$ cat src/rtl/serial_frame_controller.sv
// Serial frame sequencer: shifts in an address, checks it against MY_ADDR,
// captures the following payload into a one-entry valid/ready buffer.
module serial_frame_controller #(
    parameter int                ADDR_W  = 8,
    parameter logic [ADDR_W-1:0] MY_ADDR = 8'b00111111,
    parameter int                DATA_W  = 8
) (
    input  logic              clk,
    input  logic              rst,
    input  logic              frame,
    input  logic              sin_valid,
    input  logic              sin,
    output logic              selected,
    output logic [DATA_W-1:0] rx_data,
    output logic              rx_valid,
    input  logic              rx_ready,
    output logic              abort,
    output logic              overrun
);

    localparam int MAX_W = (ADDR_W > DATA_W) ? ADDR_W : DATA_W;
    localparam int CNT_W = $clog2(MAX_W + 1);

    typedef enum logic [1:0] {IDLE, ADDR, DATA, SKIP} state_t;

    state_t            state;
    logic [CNT_W-1:0]  count;
    logic [ADDR_W-1:0] areg;
    logic [DATA_W-1:0] dreg;
    logic [ADDR_W-1:0] a_next;
    logic [DATA_W-1:0] d_next;
    logic              take;

    always_comb begin
        take   = frame & sin_valid;
        a_next = {areg[ADDR_W-2:0], sin};
        d_next = {dreg[DATA_W-2:0], sin};
    end

    always_ff @(posedge clk) begin
        if (rst) begin
            state    <= IDLE;
            count    <= '0;
            areg     <= '0;
            dreg     <= '0;
            rx_data  <= '0;
            rx_valid <= 1'b0;
            selected <= 1'b0;
            abort    <= 1'b0;
            overrun  <= 1'b0;
        end else begin
            abort   <= 1'b0;
            overrun <= 1'b0;
            // Consumer drain; a payload loading this same cycle overrides it below.
            if (rx_valid && rx_ready)
                rx_valid <= 1'b0;

            case (state)
                IDLE: begin
                    if (take) begin
                        areg  <= a_next;
                        count <= CNT_W'(1);
                        state <= ADDR;
                    end
                end
                ADDR: begin
                    if (!frame) begin
                        abort    <= 1'b1;
                        selected <= 1'b0;
                        count    <= '0;
                        state    <= IDLE;
                    end else if (take) begin
                        areg <= a_next;
                        if (count == CNT_W'(ADDR_W - 1)) begin
                            count <= '0;
                            if (a_next == MY_ADDR) begin
                                selected <= 1'b1;
                                state    <= DATA;
                            end else begin
                                state <= SKIP;
                            end
                        end else begin
                            count <= count + 1'b1;
                        end
                    end
                end
                DATA: begin
                    if (!frame) begin
                        abort    <= 1'b1;
                        selected <= 1'b0;
                        count    <= '0;
                        state    <= IDLE;
                    end else if (take) begin
                        dreg <= d_next;
                        if (count == CNT_W'(DATA_W - 1)) begin
                            count <= '0;
                            state <= SKIP;
                            if (!rx_valid || rx_ready) begin
                                rx_data  <= d_next;
                                rx_valid <= 1'b1;
                            end else begin
                                overrun <= 1'b1;
                            end
                        end else begin
                            count <= count + 1'b1;
                        end
                    end
                end
                SKIP: begin
                    if (!frame) begin
                        selected <= 1'b0;
                        count    <= '0;
                        state    <= IDLE;
                    end
                end
                default: state <= IDLE;
            endcase
        end
    end

endmodule

$ cat config.mk
export PLATFORM = sky130hd
export DESIGN_NAME = serial_frame_controller
export DESIGN_NICKNAME = d
export VERILOG_FILES = /design/src/rtl/serial_frame_controller.sv
export SDC_FILE = /design/constraint.sdc
export NUM_CORES = 1
export LEC_CHECK = 0
export ABC_AREA = 1
export ABC_CLOCK_PERIOD_IN_PS = 1700
export BUFFER_PORTS_ARGS = -buffer_cell sky130_fd_sc_hd__buf_4
export CAP_MARGIN = 40
export CORE_MARGIN = 5
export CORE_UTILIZATION = 50
export CTS_CLUSTER_SIZE = 16
export DETAILED_ROUTE_END_ITERATION = 8
export GPL_ROUTABILITY_DRIVEN = 1
export HOLD_SLACK_MARGIN = 0.06
export PLACE_DENSITY = 0.79
export SYNTH_ARGS = -nofsm -noshare
export SYNTH_HDL_FRONTEND = slang
export SYNTH_SLANG_ARGS = --single-unit
export TNS_END_PERCENT = 5
$ cat constraint.sdc
create_clock -name clk -period 1.7 [get_ports clk]
set_input_delay 0.255 -clock clk [delete_from_list [all_inputs] [get_ports clk]]
set_output_delay 0.255 -clock clk [all_outputs]
set_load 0.05 [all_outputs]
Word level (Yosys, flattened, before mapping)
Cells that the tools add are included.
W data, S select, Z words.
Word-level totals
  bits in registers: 33
  latch bits: 0
  RAM bits: 0
  bits in read-only memories: 0
  bits of input ports: 6
  output and inout bits: 12
  word-level logic and storage cells: 80
  memories kept: 0
Cells by class
  $add $sub $neg: 1
  $mul: 0
  div/mod/pow operators: 0
  order comparisons: 0
  eq/ne operators: 15
  shift operators: 0
  multiplexer cells: 33
  bitwise logic cells: 6
  reductions and logical operators: 16
Operators by type and width (count)
  $mux W4: 5
  $mux W2: 8
  $mux W8: 2
  $pmux W8 S2: 1
  $ne A3 B3 Y1 const B: 5
  $mux W1: 14
  $pmux W4 S3: 1
  $reduce_and A5 Y1: 2
  $eq A8 B6 Y1 const B: 1
  $ne A2 B2 Y1 const B: 4
  $pmux W2 S4: 1
  $reduce_and A3 Y1: 2
  $reduce_and A6 Y1: 1
  $reduce_or A2 Y1: 3
  $not A1 Y1: 5
  $reduce_or A5 Y1: 1
  $add A4 B1 Y4 const B: 1
  $eq A2 B2 Y1 const B: 2
  $eq A4 B3 Y1 const B: 1
  $reduce_bool A2 Y1: 2
  $ne A3 B2 Y1 const B: 1
  $eq A2 B1 Y1 const B: 1
  $logic_not A2 Y1: 1
  $pmux W1 S2: 1
  other kinds (5): 5

Logic depth before layout (Yosys ltp)
Gate-level depths: netlist of the first run.
  word-level depth: 7
  gate-level depth with buffers: 11

Worst setup path before layout of the first run
No wires, ideal clock.
  kind: reg-to-reg
  start: register state[0]
  end: register count[3]
  library setup time: 0.117 ns
  arrival time: 1.251 ns
  required time: 1.583 ns
  setup slack: 0.332 ns
  cell stages (with the launch flop): 11
  buffers on the path: 0
  cell sequence: dfxtp_1 > inv_1 > ha_1 > nand2_1 > inv_1 > nand2_1 > nand2_4 > inv_2 > nand3_1 > nand2_1 > nor2_1
On the way
  word-level cells in the longest chain between the ends: 4
RTL lines
  start: declaration: line 26  | state_t state;
  start signal: assignment: line 42  | state <= IDLE;
  start signal: assignment: line 63  | state <= ADDR;
  start signal: assignment: line 71  | state <= IDLE;
  $eq A2 B2 Y1 or $eq A2 B1 Y1 (tied branches): line 58  | case (state)
  $reduce_or A2 Y1 (no line)
  $ne A3 B2 Y1 (no line)
  $reduce_and A3 Y1 (no line)
  end signal: assignment: line 83  | count <= count + 1'b1;
  end signal: assignment: line 105  | count <= count + 1'b1;
  end: declaration: line 27  | logic [CNT_W-1:0] count;
Parallel ways exist; a longest one is shown, timed or not.
A chain may end at the register's enable or synchronous reset.

Worst setup path in the final report of the first run
Ends and elaborated chain as after synthesis.

==> flow_summary.yaml, run 1 <==
worst_setup_path:
  worst_ep_arrival_time_ps: 1790
  crit_path_max_fanout: 6
  cpLargestDelayFamily: "simple AND/OR/NAND/NOR gates"
  reg2reg_slack_ps: 180
  slowest_stage: "dfxtp_1"
  max_stage_delay_ps: 380
  cp-start-kind: "register"
  required_ps: 1980
  path_cells: "inv_1 -> ha_1 -> nand2_1 -> inv_1 -> nand2_1 -> nand2_4 -> inv_2 -> nand2_1 -> nand2_1 -> nand2_1 -> nor2_1"
  cp-startpoint: "state[0]"
  worstSetupEndpointType: "register"
  path_common_cell: "nand2_1"
  r2r-start: "state[0]"
  crit_buf_inv: 3
  path_class: "register to register"
status:
  status: "finished, final reports clean"
timing:
  period_share: 0.8924
  report.final.hold_viol_count: 0
  final.setup.tns_ps: 0
  rsz0062_at_grt: "no"
  max_freq_mhz: 659.2
  finalSetupViolCount: 0
  worst_slew_pin_slew_ps: 351.5
  clock-skew-final_ps: 4.944
  final_max_slew_viol_count: 0
  fin_crit_ps: 1517
  relSlewSlack: 0.7656
layout:
  final_common_cell: "nand2_1"
  layout.cells.non_filler: 251
  fin_nets: 231
  area_delta_synth_final_pct: 16.69
  final_cell_area_um2: 1714
  antenna_cells: 0
  layout_common_cells: "nand2_1, dfxtp_1, a21oi_1, nor2_1, buf_4"
  final_layout_size_suffix_gt1_frac: 0.1818
  nFillCells: 253
die:
  die_h_um: 64.20
  start_util: 0.5281
  row_count: 19
  io_pins: 18
  die_w_um: 64.20
  coreArea_um2: 2781
  die_area_um2: 4122
global_route:
  grt_start_max_net_pins: 20
  grt_use_total: 0.1458
  grt_pass1_wl_um: 4830
  grt_overflow_total: 0
  antenna_found_initial: 0
  first_global_vias: 1105
pwr:
  pwr-share-clk: 0.274
  p_int_mw: 1.526
  comb_power_share: 0.342
  switching_share: 0.3577
  p_leak_nw: 0.7237
  p_seq_frac: 0.384
  peakVddDrop_mv: 1.146
  power.density_nw_per_um2: 1386
  switchingPower_mw: 0.8499
drt:
  drc: 0
  wire_per_inst_um: 10.61
  drt-pass1-iter-count: 4
  vias: 1270
  dr.first_iter.drc_count: 31
  antenna_left: 0
  wirelength_um: 2664
  avgViaCountPerCell: 5.060
yosys:
  syn-cell-area_um2: 1469
  ys_seq_area_frac: 0.4361
  synthDistinctLibCells: 25
  synth_cells: 199
  async_reset_ff_frac: 0
  synth_warnings: 0
  yosysTopAreaCellShare: 0.4361
  postSynthAreaPerCell_um2: 7.381
  synth_seq_cells: 32
  syn_nets: 211
  synth_top_area_cell: "dfxtp_1"
  synth-edff-count: 0
  synth_area_leaders: "dfxtp_1, nand2_1, a21oi_1, nor2_1, ha_1"
  yosys_most_used_dff: "dfxtp_1"
hold_path:
  worstHoldStart: "frame"
  hp-class: "input pin to register"
placed_design:
  place.gp.congestion: 0.7926
  place_inst: 243
  io_buffers: 17
  dp.final_hpwl_um: 1889
  placed_area_um2: 1614
clock_tree:
  clk_latency_ps: 340
  clock_sinks: 32
  cts-root-buf: "clkbuf_4"
  cts_tree: "done"
  clock_path_buffers: 2
  post_cts_buffers: 0
  htree_levels: 2
  numCtsBuffers: 5
  clkTransAtPathRegs_ps: 90
job:
  maxCapViolCount: 0
## path summary, 6_finish.rpt
check	end	depth (start not counted)
setup / recovery	count[3]	11
hold / removal	abort	2
setup reg to reg	count[3]	11
hold reg to reg	areg[6]	2
## area by class of cell
cell class                      count  area, um^2  share of cell area
Sequential cell                    32       640.6              0.3737
Clock buffer                        7       65.06             0.03796
Multi-Input combinational cell    141       715.7              0.4175
Clock inverter                      1       30.03             0.01752
Tap cell                           31       38.79             0.02263
Timing Repair Buffer               18       135.1             0.07883
Inverter                           21       88.84             0.05182
## worst register-to-register path, stage by stage, from the launching register on
cell and delay [ps]:
dfxtp_1 380, inv_1 100, ha_1 340, nand2_1 130, inv_1 50, nand2_1 90
nand2_4 80, inv_2 70, nand2_1 50, nand2_1 50, nand2_1 40, nor2_1 70
## registers in the layout, indices dropped and copies added (netlist names)
| signal | count |
|---|---|
| abort | 1 |
| areg | 7 |
| count | 4 |
| dreg | 7 |
| overrun | 1 |
| rx_data | 8 |
| rx_valid | 1 |
| selected | 1 |
| state | 2 |
## metrics by stage
step / util / worst slack (ps) / hold slack, ps / total power [mW]
floorplan: - / 332.2 / 398.1 / 1.563
global placement: 0.5803 / 202.5 / 447.6 / 1.720
detailed placement: 0.5803 / 194.3 / 445.7 / 1.725
CTS: 0.6145 / 163.7 / 151.7 / 2.379
global route: 0.6163 / 4.730 / 163.6 / 2.551
finish: 0.6163 / 182.9 / 159.8 / 2.376
## cell usage after synthesis, types with 3 or more instances
| library cell | number |
|---|---|
| inv_1 | 17 |
| nand2_1 | 51 |
| o21ai_0 | 12 |
| nand2_2 | 3 |
| a21oi_1 | 24 |
| nor2_1 | 24 |
| dfxtp_1 | 32 |
| ha_1 | 6 |
| nand3_1 | 9 |
## timing repair
item,4_1_cts,5_1_grt
gates resized for setup,0,1
hold buffers,0,0
endpoints found under the setup margin,0,1
## kinds of logic after synthesis
family	share of synthesized area
compound gates	0.1389
fa+ha+maj	0.05111
buf+inv	0.08007
flops	0.4361
simple gates	0.2939
## metal layers
metal  track usage  wire (um)  vias to the layer above
met2        0.2236       1169                       27
met4       0.06107         52                        0
met5             0          0                        -
met3       0.05604        166                        6
met1        0.1825       1276                      561
li1              -          -                      676
## power groups by stage
stage | Combinational (mW) | Sequential [mW] | Clock, mW
2_1_floorplan | 0.592 | 0.971 | 0
3_3_place_gp | 0.791 | 0.929 | 0
3_5_place_dp | 0.797 | 0.927 | 0
4_1_cts | 0.806 | 0.913 | 0.660
5_1_grt | 0.932 | 0.929 | 0.690
6_report | 0.813 | 0.913 | 0.650
(Power assumes the default switching activity.)
==> inputs of run 2 (changes only) <==
--- a/config.mk
+++ b/config.mk
@@ -16,6 +16,7 @@
 export GPL_ROUTABILITY_DRIVEN = 1
 export HOLD_SLACK_MARGIN = 0.06
 export PLACE_DENSITY = 0.79
+export RECOVER_POWER = 100
 export SYNTH_ARGS = -nofsm -noshare
 export SYNTH_HDL_FRONTEND = slang
 export SYNTH_SLANG_ARGS = --single-unit
==> run 2 against run 1 <==
Compared with the run above: power shrank 0.66%; final cell count is the same; worst setup slack is essentially flat; cell area shrank 2.8%; via count grew 0.39%; global-route usage is the same; combinational power shrank 2%; critical endpoint unchanged; die area is the same; critical path depth is the same.
==> flow_summary.yaml, run 2 (synthesized netlist as in run 1, its figures left out) <==
timing:
  rsz0062_at_grt: "no"
  finalSetupViolCount: 0
  worst_slew_pin_slew_ps: 597.2
  max_freq_mhz: 659.0
  final_max_slew_viol_count: 0
  final.setup.tns_ps: 0
  clock-skew-final_ps: 4.903
  period_share: 0.8926
  report.final.hold_viol_count: 0
  relSlewSlack: 0.6036
  fin_crit_ps: 1517
job:
  maxCapViolCount: 0
layout:
  fin_nets: 231
  final_common_cell: "nand2_1"
  area_delta_synth_final_pct: 13.46
  largestRegisters: "rx_data: 8 flops, areg: 7 flops, dreg: 7 flops"
  antenna_cells: 0
  layout.cells.non_filler: 251
  multiInputGateArea_um2: 713.2
  nFillCells: 254
  final_layout_size_suffix_gt1_frac: 0.1227
  regMostFlops: "rx_data"
  layout_common_cells: "nand2_1, dfxtp_1, a21oi_1, nor2_1, inv_1"
  largest_register_ffs: 8
  seq_area_um2: 640.6
clock_tree:
  htree_levels: 2
  cts-root-buf: "clkbuf_4"
  clk_latency_ps: 340
  clkTransAtPathRegs_ps: 90
  clock_path_buffers: 2
  clock_sinks: 32
  cts_tree: "done"
  post_cts_buffers: 0
  numCtsBuffers: 5
worst_setup_path:
  cp-start-kind: "register"
  reg2reg_slack_ps: 180
  cp_num_cells: 11
  crit_buf_inv: 3
  cp-startpoint: "state[0]"
  required_ps: 1980
  slowest_stage: "dfxtp_1"
  path_class: "register to register"
  worstSetupEndpointType: "register"
  reg2reg_depth: 11
  r2r-start: "state[0]"
  path_cells: "inv_1 -> ha_1 -> nand2_1 -> inv_1 -> nand2_1 -> nand2_4 -> inv_2 -> nand2_1 -> nand2_1 -> nand2_1 -> nor2_1"
  max_stage_delay_ps: 380
  cp-endpoint: "count[3]"
  r2r_end: "count[3]"
  worst_ep_arrival_time_ps: 1800
  cpLargestDelayFamily: "simple AND/OR/NAND/NOR gates"
  crit_path_max_fanout: 6
  path_common_cell: "nand2_1"
hold_path:
  hp-class: "input pin to register"
  hold-path-cell-count: 2
global_route:
  grt_use_total: 0.1458
  grt_overflow_total: 0
  grt_pass1_wl_um: 4830
  first_global_vias: 1105
  grt_start_max_net_pins: 20
  antenna_found_initial: 0
drt:
  wirelength_um: 2680
  dr_wl_met3_um: 140
  drc: 0
  drt-pass1-iter-count: 4
  vias: 1275
  avgViaCountPerCell: 5.080
  topRoutingLayerUsed: "met4"
  antenna_left: 0
  wl_met2_um: 1172
  wire_per_inst_um: 10.68
  m1WireLength_um: 1314
  dr.first_iter.drc_count: 27
status:
  status: "finished, final reports clean"
die:
  coreArea_um2: 2781
  io_pins: 18
  row_count: 19
  die_w_um: 64.20
  start_util: 0.5281
  die_h_um: 64.20
  die_area_um2: 4122
pwr:
  power.density_nw_per_um2: 1416
  peakVddDrop_mv: 1.145
  p_leak_nw: 0.6717
placed_design:
  place.gp.congestion: 0.7926
  dp.final_hpwl_um: 1889
  io_buffers: 17
  place_inst: 243
## run 2: cell count changes in the layout (fill, tap and decap cells not counted), sizes merged
cell and delta:
clkbuf +12, buf -12
## run 2: metrics by stage
| step | util | total power, mW | cell area (um^2) | setup slack, ps | hold WS [ps] |
|---|---|---|---|---|---|
| 2_1_floorplan | - | 1.563 | 1469 | 332.2 | 398.1 |
| 3_3_place_gp | 0.5803 | 1.720 | 1614 | 202.5 | 447.6 |
| 3_5_place_dp | 0.5803 | 1.725 | 1614 | 194.3 | 445.7 |
| 4_1_cts | 0.6145 | 2.379 | 1709 | 163.7 | 151.7 |
| 5_1_grt | 0.5992 | 2.533 | 1667 | 4.730 | 163.6 |
| 6_report | 0.5992 | 2.360 | 1667 | 182.5 | 157.6 |
## run 2: area by class of cell
cell class / instances / area share
Tap cell: 31 / 0.02327
Inverter: 21 / 0.05330
Clock buffer: 7 / 0.03904
Multi-Input combinational cell: 141 / 0.4279
Clock inverter: 1 / 0.01802
Timing Repair Buffer: 18 / 0.05405
Sequential cell: 32 / 0.3844
## run 2: power by group
group | switching, mW | internal, mW
combinational | 0.520 | 0.278
sequential | 0.0685 | 0.844
clock | 0.260 | 0.390
total | 0.849 | 1.51
## run 2: worst min path at each step
| stage | start | to | slack [ps] |
|---|---|---|---|
| after global placement | areg[6] | areg[6] | 450 |
| after floorplan | sin | rx_data[0] | 400 |
| final | frame | abort | 160 |
| after detailed placement | areg[6] | areg[6] | 450 |
| after global routing | frame | abort | 160 |
| after CTS | frame | abort | 150 |
## run 2: worst register-to-register path, cell delays in order, from the launching register on
cell,delay [ps]
dfxtp_1,380
inv_1,100
ha_1,340
nand2_1,130
inv_1,50
nand2_1,90
nand2_4,80
inv_2,70
nand2_1,50
nand2_1,50
nand2_1,40
nor2_1,70
## run 2: timing repair
| action | 4_1_cts | 5_1_grt |
|---|---|---|
| endpoints found under the setup margin | 0 | 1 |
| resized for setup | 0 | 1 |
| hold buffers | 0 | 0 |
## run 2: routing by layer
metal / up-vias / track usage
met3: 6 / 0.05604
met4: 0 / 0.06107
li1: 677 / -
met2: 29 / 0.2236
met1: 563 / 0.1825
met5: - / 0
==> inputs of run 3 (changes only) <==
--- a/config.mk
+++ b/config.mk
@@ -5,7 +5,6 @@
 export SDC_FILE = /design/constraint.sdc
 export NUM_CORES = 1
 export LEC_CHECK = 0
-export ABC_AREA = 1
 export ABC_CLOCK_PERIOD_IN_PS = 1700
 export BUFFER_PORTS_ARGS = -buffer_cell sky130_fd_sc_hd__buf_4
 export CAP_MARGIN = 40
==> run 3 against run 2 <==
Compared with the run above: critical path depth shrank 5; first-iteration DRC count grew 59%; via count down 11%; clock skew increased by 6.1 ps; critical path type unchanged; largest power group unchanged.
==> flow_summary.yaml, run 3 <==
timing:
  relSlewSlack: 0.6014
  rsz0062_at_grt: "yes"
  report.final.hold_viol_count: 0
  fin_ws_ps: 0.6555
  final.setup.tns_ps: 0
  finalSetupViolCount: 0
  clock-skew-final_ps: 11.05
  worst_slew_pin_slew_ps: 600.4
  final_max_slew_viol_count: 0
  max_freq_mhz: 588.5
  fin_crit_ps: 1699
  period_share: 0.9996
clock_tree:
  numCtsBuffers: 5
  clock_path_buffers: 2
  post_cts_buffers: 0
  htree_levels: 2
  clkTransAtPathRegs_ps: 100
  cts_tree: "done"
  clk_latency_ps: 320
  clock_sinks: 32
  cts-root-buf: "clkbuf_4"
yosys:
  ys_seq_area_frac: 0.4487
  synth_top_family_by_area: "simple AND/OR/NAND/NOR gates"
  synth_area_leaders: "dfxtp_1, mux2i_1, nor2_1, ha_1, a21oi_1"
  synth-xor-area-share: 0
  synth_compound_area_frac: 0.1139
  yosys_most_used_dff: "dfxtp_1"
  synth-edff-count: 0
  synth_top_area_cell: "dfxtp_1"
  syn_nets: 157
  async_reset_ff_frac: 0
  synth.most_common_cell: "dfxtp_1"
  postSynthAreaPerCell_um2: 9.846
  synth_simple_gate_area_frac: 0.1867
  syn-cell-area_um2: 1428
  synth_adder_area_share: 0.05259
  synth_warnings: 0
  synth_common_cells: "dfxtp_1, nor2_1, mux2i_1"
  synth_seq_cells: 32
  synth_cells: 145
  yosysTopAreaCellShare: 0.4487
  synthDistinctLibCells: 35
  synthMuxAreaShare: 0.1543
status:
  status: "finished, final reports clean"
worst_setup_path:
  crit_buf_inv: 1
  worst_ep_arrival_time_ps: 1970
  worstSetupEndpointType: "register"
  crit_path_max_fanout: 4
  reg2reg_slack_ps: 0.7
  required_ps: 1970
  slowest_stage: "or4b_4"
  max_stage_delay_ps: 510
  reg2reg_depth: 6
  r2r-start: "state[0]"
  cpLargestDelayFamily: "simple AND/OR/NAND/NOR gates"
  path_class: "register to register"
  r2r_end: "count[2]"
  path_cells: "inv_4 -> ha_4 -> a2bb2oi_2 -> o22a_2 -> or4b_4 -> a21oi_2"
  cp-start-kind: "register"
hold_path:
  hp-class: "input pin to register"
  hold-path-cell-count: 3
  worstHoldStart: "sin"
  hold_end: "dreg[0]"
placed_design:
  place_inst: 196
  dp.final_hpwl_um: 1956
  place_ws_ps: -33.09
  place.gp.congestion: 0.8508
  io_buffers: 17
die:
  io_pins: 18
  start_util: 0.5177
  row_count: 19
  die_h_um: 63.44
  die_w_um: 63.44
  die_area_um2: 4024
  coreArea_um2: 2758
global_route:
  grt_use_total: 0.1487
  antenna_found_initial: 0
  grt_start_max_net_pins: 33
  first_global_vias: 1133
  grt_overflow_total: 0
  grt_pass1_wl_um: 4802
layout:
  layout.cells.non_filler: 204
  fin_nets: 184
  largestRegisters: "rx_data: 8 flops, areg: 7 flops, dreg: 7 flops"
  layout_common_cells: "dfxtp_1, nor2_1, mux2i_1"
  antenna_cells: 0
  final_common_cell: "dfxtp_1"
  area_delta_synth_final_pct: 18.58
  fin_util: 0.6139
  largest_register_ffs: 8
  final_layout_size_suffix_gt1_frac: 0.2139
  regMostFlops: "rx_data"
pwr:
  peakVddDrop_mv: 1.018
  p_leak_nw: 0.7176
  switching_share: 0.2435
  switchingPower_mw: 0.3789
  totalPowerFinal_mw: 1.556
  power.density_nw_per_um2: 919.1
  p_seq_frac: 0.498
  pwr-share-clk: 0.354
  comb_power_share: 0.148
  p_int_mw: 1.177
drt:
  antenna_left: 0
  wirelength_um: 2791
  drc: 0
  avgViaCountPerCell: 5.583
  drt-pass1-iter-count: 4
  vias: 1139
  dr.first_iter.drc_count: 43
  wire_per_inst_um: 13.68
job:
  maxCapViolCount: 0
## run 3: changes by cell type after synthesis, sizes merged, moves of 2 or more
| cell | delta |
|---|---|
| nand2 | -51 |
| mux2i | +22 |
| a21oi | -18 |
| inv | -17 |
| o21ai | -8 |
| nand3 | -7 |
| nand2b | +3 |
| nand4 | -3 |
| nor3 | +3 |
| a21boi | +2 |
| and3b | +2 |
| nor2 | +2 |
| or4 | +2 |
## run 3: kinds of logic (layout without fill, tap and decap cells)
kind of cell	Yosys count	count (layout)
adders and majority gates	6	6
buffers and inverters	9	37
and+or+nand+nor	52	52
muxes	22	22
AOI/OAI and AO/OA	24	24
DFF	32	32
## run 3: power by group through the flow
stage	registers, mW	logic, mW	clock network [mW]
detailed placement	0.791	0.221	0
CTS	0.776	0.224	0.572
finish	0.775	0.230	0.551
global placement	0.790	0.214	0
global route	0.778	0.249	0.622
floorplan	0.802	0.143	0
## run 3: how the worst max path moves through the flow
stage | from | endpoint | slack [ps] | depth (start not counted)
after floorplan | state[0] | count[2] | 20 | 6
after global placement | state[0] | count[2] | 20 | 6
after detailed placement | state[0] | state[1] | -30 | 6
after CTS | state[0] | count[2] | 10 | 6
after global routing | state[0] | state[1] | -50 | 6
final | state[0] | count[2] | 0.7 | 6
## run 3: per-layer routing
layer / share of wire / global-route usage / vias up
met3: 0.055 / 0.06750 / 5
met1: 0.43 / 0.1670 / 543
met2: 0.50 / 0.2437 / 24
li1: - / - / 567
met4: 0.013 / 0.05714 / 0
met5: 0 / 0 / -
## run 3: area by class of cell
| type | instances | area (um^2) |
|---|---|---|
| clock buffers | 6 | 41.29 |
| clock inverters | 2 | 35.03 |
| inverters | 3 | 13.76 |
| flip-flops and latches | 32 | 645.6 |
| repair buffers | 26 | 160.2 |
| fillers | 257 | 1065 |
| multi-input cells | 104 | 758.2 |
| well taps | 31 | 38.79 |
## run 3: timing repair
item | CTS | global route
cloned | 0 | 0
hold buffers | 0 | 0
pin swaps | 2 | 1
endpoints found under the hold margin | 0 | 0
setup endpoints to repair | 2 | 4
resized for setup | 4 | 4
## run 3: stage by stage
stage	area [um^2]	hold WS, ps
6_report	1693	193.8
2_1_floorplan	1443	334.3
5_1_grt	1693	204.1
3_3_place_gp	1638	460.5
4_1_cts	1725	180.0
3_5_place_dp	1638	465.3
## run 3: worst register-to-register path: cells and delay by family, from the launching register on
family,cells,cell delay (ps)
fa+ha+maj,1,230
simple gates,1,510
flops,1,380
buf+inv,1,50
compound gates,3,480
